==> src/rtl/trail_write_arbiter.sv <==
// rtl/trail_write_arbiter.sv - framebuffer write arbiter for two trail writers with round-start clear sweep
module trail_write_arbiter #(
  parameter logic [19:0] CLEAR_BASE  = 20'd0,
  parameter logic [19:0] CLEAR_WORDS = 20'd153600,
  parameter logic [3:0]  WDOG_MAX    = 4'd15
) (
  input  logic        Clk,
  input  logic        Reset,
  input  logic [2:0]  Game_State,
  input  logic        b_req,
  input  logic        r_req,
  input  logic [19:0] b_addr,
  input  logic [19:0] r_addr,
  input  logic [15:0] b_data,
  input  logic [15:0] r_data,
  input  logic        b_last,
  input  logic        r_last,
  output logic        b_gnt,
  output logic        r_gnt,
  output logic [19:0] fb_addr,
  output logic [15:0] fb_data,
  output logic        fb_we,
  output logic        clear_busy
);

  localparam logic [2:0] PLAYING = 3'b010;

  typedef enum logic [1:0] {IDLE, CLEAR, GNT_B, GNT_R} state_t;

  state_t      state;
  logic [2:0]  gs_q;
  logic        hist_valid;
  logic        last_blue;
  logic [19:0] clr_cnt;
  logic [3:0]  wdog;

  logic        playing;
  logic        round_start;
  logic        sel_req;
  logic [19:0] sel_addr;
  logic [15:0] sel_data;
  logic        sel_last;

  assign playing = (Game_State == PLAYING);
  // hist_valid keeps a Game_State held at PLAYING across reset release from looking like a new round
  assign round_start = hist_valid && playing && (gs_q != PLAYING);

  assign b_gnt      = (state == GNT_B);
  assign r_gnt      = (state == GNT_R);
  assign clear_busy = (state == CLEAR);

  always_comb begin
    sel_req  = 1'b0;
    sel_addr = 20'd0;
    sel_data = 16'd0;
    sel_last = 1'b0;
    if (state == GNT_B) begin
      sel_req  = b_req;
      sel_addr = b_addr;
      sel_data = b_data;
      sel_last = b_last;
    end else if (state == GNT_R) begin
      sel_req  = r_req;
      sel_addr = r_addr;
      sel_data = r_data;
      sel_last = r_last;
    end
  end

  always_ff @(posedge Clk) begin
    if (Reset) begin
      state      <= IDLE;
      last_blue  <= 1'b0;
      gs_q       <= 3'd0;
      hist_valid <= 1'b0;
      clr_cnt    <= 20'd0;
      wdog       <= 4'd0;
      fb_we      <= 1'b0;
      fb_addr    <= 20'd0;
      fb_data    <= 16'd0;
    end else begin
      gs_q       <= Game_State;
      hist_valid <= 1'b1;
      fb_we      <= 1'b0;
      if (round_start) begin
        // word 0 goes out on entry so clear_busy and fb_we line up cycle for cycle
        state   <= CLEAR;
        fb_we   <= 1'b1;
        fb_addr <= CLEAR_BASE;
        fb_data <= 16'd0;
        clr_cnt <= 20'd1;
        wdog    <= 4'd0;
      end else begin
        case (state)
          IDLE: begin
            wdog <= 4'd0;
            if (playing) begin
              if (b_req && (!r_req || !last_blue)) state <= GNT_B;
              else if (r_req)                      state <= GNT_R;
            end
          end
          CLEAR: begin
            if (clr_cnt == CLEAR_WORDS) begin
              state   <= IDLE;
              clr_cnt <= 20'd0;
            end else begin
              fb_we   <= 1'b1;
              fb_addr <= CLEAR_BASE + clr_cnt;
              fb_data <= 16'd0;
              clr_cnt <= clr_cnt + 20'd1;
            end
          end
          GNT_B, GNT_R: begin
            if (sel_req) begin
              fb_we   <= 1'b1;
              fb_addr <= sel_addr;
              fb_data <= sel_data;
              wdog    <= 4'd0;
              if (sel_last) begin
                state     <= IDLE;
                last_blue <= (state == GNT_B);
              end else if (!playing) begin
                state <= IDLE;
              end
            end else if (!playing) begin
              state <= IDLE;
              wdog  <= 4'd0;
            end else if ((wdog + 4'd1) == WDOG_MAX) begin
              state     <= IDLE;
              last_blue <= (state == GNT_B);
              wdog      <= 4'd0;
            end else begin
              wdog <= wdog + 4'd1;
            end
          end
          default: state <= IDLE;
        endcase
      end
    end
  end

endmodule

==> config.mk <==
export PLATFORM = sky130hd
export DESIGN_NAME = trail_write_arbiter
export DESIGN_NICKNAME = d
export VERILOG_FILES = /design/src/rtl/trail_write_arbiter.sv
export SDC_FILE = /design/constraint.sdc
export NUM_CORES = 1
export LEC_CHECK = 0
export CAP_MARGIN = 40
export CELL_PAD_IN_SITES_DETAIL_PLACEMENT = 1
export CELL_PAD_IN_SITES_GLOBAL_PLACEMENT = 2
export CORE_ASPECT_RATIO = 1.25
export CORE_UTILIZATION = 28
export DETAILED_ROUTE_END_ITERATION = 6
export PLACE_DENSITY_LB_ADDON = 0.1
export SLEW_MARGIN = 20
export SYNTH_ARGS = -nofsm -noshare
export SYNTH_HDL_FRONTEND = slang
export SYNTH_SLANG_ARGS = --single-unit
export TNS_END_PERCENT = 10
==> constraint.sdc <==
create_clock -name Clk -period 3.86 [get_ports Clk]
set_input_delay 0.579 -clock Clk [delete_from_list [all_inputs] [get_ports Clk]]
set_output_delay 0.579 -clock Clk [all_outputs]
set_load 0.03 [all_outputs]
# ---- Yosys cells after proc, flatten, opt, wreduce, memory -nomap -nowiden
# Index checks and enable logic that the tools add are counted.
# Widths: inputs -> output; s select.
dict set report op_classes {
  n_addsub 2
  mul 0
  div 0
  n_lt_le_gt_ge 0
  eq_ne 20
  shift 0
  muxes 41
  n_bitwise 1
  n_reduce_logical 18
}
# op n
set op_table {}
lappend op_table {{$mux 20} 5}
lappend op_table {{$mux 16} 4}
lappend op_table {{$pmux 20 s2} 1}
lappend op_table {{$pmux 16 s2} 1}
lappend op_table {{$add 20x1->20 const B} 1}
lappend op_table {{$eq 20x18->1 const B} 1}
lappend op_table {{$mux 2} 9}
lappend op_table {{$mux 1} 15}
lappend op_table {{$reduce_and 5->1} 3}
lappend op_table {{$mux 4} 3}
lappend op_table {{$ne 4x4->1 const B} 3}
lappend op_table {{$ne 5x5->1 const B} 2}
lappend op_table {{$reduce_bool 2->1} 5}
lappend op_table {{$pmux 4 s2} 1}
lappend op_table {{$ne 2x2->1 const B} 3}
lappend op_table {{$ne 3x3->1 const B} 2}
lappend op_table {{$pmux 2 s3} 1}
lappend op_table {{$add 4x1->4 const B} 1}
lappend op_table {{$eq 2x2->1 const B} 2}
lappend op_table {{$eq 4x4->1 const B} 1}
lappend op_table {{$ne 2x1->1 const B} 2}
lappend op_table {{$reduce_or 2->1} 2}
lappend op_table {{$eq 3x2->1 const B} 1}
lappend op_table {{$logic_and 1x1->1} 3}
lappend op_table {{9 further kinds} 10}
dict set report totals {
  ff_bits 68
  latch_bits 0
  mem_bits_rw 0
  romBits 0
  in_bits 81
  out_inout_bits 40
  wordCells 93
  mem_count 0
}

# ---- Longest topological paths before layout
dict set report depth {
  depth_word 7
  mapped_depth 10
  depth_no_buf 8
}

# ---- Worst setup path before layout
# Ideal clock, no wire load.
dict set report synth_timing {
  path_kind {register -> output}
  from {register state[1]}
  to {output port b_gnt}
  t_arrival_ns 1.636
  required_time_ns 3.281
  setup_slack_ns 1.645
  path_stages_with_launch 5
  path_cell_list {dfxtp_1 -> clkbuf_1 -> clkbuf_1 -> clkbuf_1 -> nor2b_1}
}
dict set report synth_via {
  elab_chain_cells 1
}
# element line_no
set synth_rtl {}
lappend synth_rtl {{from (decl)} 30} ;# state_t state;
lappend synth_rtl {{from (signal assigned)} 72} ;# state <= IDLE;
lappend synth_rtl {{from (signal assigned)} 87} ;# state <= CLEAR;
lappend synth_rtl {{from (signal assigned)} 98} ;# if (b_req && (!r_req || !last_blue)) state <= GNT_B;
lappend synth_rtl {{$eq 2x2->1} 48} ;# assign b_gnt = (state == GNT_B);
lappend synth_rtl {{to (decl)} 18} ;# output logic b_gnt,
# Every way passes these cells.

# ---- Worst setup path after layout
dict set report layout_timing {
  from {register state[0]}
  to {output port clear_busy}
}
dict set report layout_via {
  elab_chain_cells 1
}
# element line_no
set layout_rtl {}
lappend layout_rtl {{$eq 2x1->1} 50} ;# assign clear_busy = (state == CLEAR);
lappend layout_rtl {{to (decl)} 23} ;# output logic clear_busy
# Every way passes these cells.

==> flow_summary.toml <==
[run_status]
status = "complete, no violations"

[critical_path]
critPathCaptureType = "output port"
cp-start-kind = "flip-flop"
path_max_fanout = 18
crit_required_ps = 3280
cp_data_arrival_time_ps = 2500
path_class = "flip-flop to output port"

[routing]
vias = 3366
vias_per_cell = 4.87
drt-initial-drc-count = 57
drc = 0
firstDrtPassIters = 4
wire_per_inst_um = 16.2
wl_mm = 11.2
antenna_left = 0

[power_and_ir_drop]
leakagePower_nw = 1.69
power_density_nw_per_um2 = 395
vdd.ir_drop.worst_mv = 0.187

[cells_and_area]
nFillCells = 1473
drive_above_1_share = 0.0987
nets = 607
final_cells = 691
antenna_cells = 0
area_growth_pct = 45.6

[timing]
hold_violations = 0
slew_viol_final = 0
fin_crit_sh = 0.797
fmax_ghz = 0.325
final.setup.tns_ps = 0
finClkSkew_ps = 6.08
setup_viol_count_final = 0
final.min_clock_period_ps = 3080
rsz0062_at_grt = "false"
slew-limit-headroom = 0.512
worst_pin_slew_ps = 730

[place]
dp_cells = 675
io_buffers = 120
dp_hpwl_mm = 8.21
gp_congestion = 0.770

[floorplanning]
fp.dieH_um = 127
dieArea_sq_um = 13000
die_x_um = 102
io_pins = 121
fp-row-count = 45
initial_utilization = 0.288
core_area_sq_um = 12200

[clock_network]
clk_latency_ps = 330
hold_buffers = 0
post_cts_resized = 0
cts_root_buffer = "clkbuf_16"
cts_setup_buffers = 0
cts_tree = "built"
cts_num_sinks = 68
cts_made_buffers = 9
clockBufferDepth = 2
htree_levels = 3
clk_pin_slew_ps = 50

[yosys]
synthArstFlopShare = 0
synth_edf_count = 0
syn_nets = 500
ys_warn_count = 0
synth-seq-cells = 68
ys_seq_area_frac = 0.389
synth_top_area_share = 0.389
avgSynthCellArea_sq_um = 8.44
yosys-top-cells-count = "dfxtp_1, nand2_1, a21oi_1"
ys.flop_type = "dfxtp_1"
synth_top_cell_by_area = "dfxtp_1"
synth.cell_area_sq_um = 3500
ys_types = 55
netlist_top_cells_area = "dfxtp_1, nand2_1, mux2i_1, a21oi_1, mux2_2"
syn_inst = 415

[run]
cap_violations = 0

[global_route]
grt_overflow = 0
grt_pass1_wl_mm = 17.7
antenna_found_initial = 0
grt_max_degree = 66
grt_usage = 0.179
grt_pass1_vias = 3443

[worst_hold_path]
hold_path_class = "flip-flop to flip-flop"
==> logic make-up (layout without fill, tap and decap cells) <==
group           count (synthesis)  after routing  share of synthesized area
xor+xnor                       16             16                     0.0400
buf+inv                        37            149                     0.0525
fa+ha+maj                       4              4                     0.0143
mux                            38             38                      0.114
compound gates                 85             85                      0.161
flops                          68             68                      0.389
simple gates                  167            167                      0.229
==> cell usage in the layout (no fill, tap or decap), drive strengths merged, types with 3 or more instances in the layout <==
cell,instances
xor2,11
and4,3
buf,5
nor2,30
or2,4
clkbuf,11
clkinv,5
nand3,25
ha,4
xnor2,5
nand2,68
nor3,6
nand4,6
dfxtp,68
o21ai,3
clkdlybuf4s50,120
mux2,16
a21oi,42
o211ai,20
nor2b,8
mux2i,22
nand2b,3
and2,3
and3,3
inv,7
==> registers in the layout, summed over array words and instances, names as in the netlist <==
signal	flops
fb_we	1
fb_data	16
state	2
wdog	4
last_blue	1
gs_q	3
hist_valid	1
fb_addr	20
clr_cnt	20
==> layout make-up <==
| cell class | instances | area [sq um] | share of cell area |
|---|---|---|---|
| Inverter | 8 | 30.0 | 0.00589 |
| Multi-Input combinational cell | 310 | 1960 | 0.384 |
| Timing Repair Buffer | 125 | 1240 | 0.243 |
| Tap cell | 164 | 205 | 0.0403 |
| Clock inverter | 5 | 50.0 | 0.00982 |
| Sequential cell | 68 | 1360 | 0.268 |
| Clock buffer | 11 | 253 | 0.0496 |
==> per-layer routing <==
layer | vias to the layer above | routed length (um) | track usage | share of wire
li1 | 1669 | - | - | -
met1 | 1587 | 4730 | 0.206 | 0.42
met2 | 95 | 5590 | 0.315 | 0.50
met3 | 15 | 580 | 0.0339 | 0.052
met4 | 0 | 272 | 0.0840 | 0.024
met5 | - | 0 | 0 | 0
==> per-stage QoR <==
stage / worst slack (ps) / power, mW / hold slack [ps] / instance area (sq um) / utilization
final: 782 / 2.02 / 450 / 5100 / 0.419
after global routing: 643 / 2.12 / 477 / 5100 / 0.419
after CTS: 724 / 2.05 / 452 / 5100 / 0.419
after detailed placement: 990 / 1.20 / 444 / 4790 / 0.394
after global placement: 976 / 1.20 / 438 / 4790 / 0.394
after floorplan: 1640 / 1.03 / 459 / 3500 / -
==> worst max-delay path, cell delays in order, from the launching register on <==
cell             delay (ps)
dfxtp_2                 670
nand2b_1                350
inv_1                   390
clkdlybuf4s50_1         760
==> path summary, 6_finish.rpt <==
kind	startpoint	cells past startpoint	endpoint	slack, ps
worst max-delay path	state[0]	3	clear_busy	780
worst min-delay path	fb_addr[19]	2	fb_addr[19]	450
worst max register to register	state[0]	6	fb_addr[9]	1180
worst min register to register	fb_addr[19]	2	fb_addr[19]	450
==> power breakdown <==
| group | leakage (nW) | total, mW | switching (mW) | internal [mW] |
|---|---|---|---|---|
| Combinational | 0.986 | 0.433 | 0.241 | 0.192 |
| Sequential | 0.550 | 0.747 | 0.0235 | 0.724 |
| Clock | 0.155 | 0.835 | 0.305 | 0.530 |
| Total | 1.69 | 2.02 | 0.569 | 1.45 |
No activity file was read; power rests on OpenSTA's default activity.
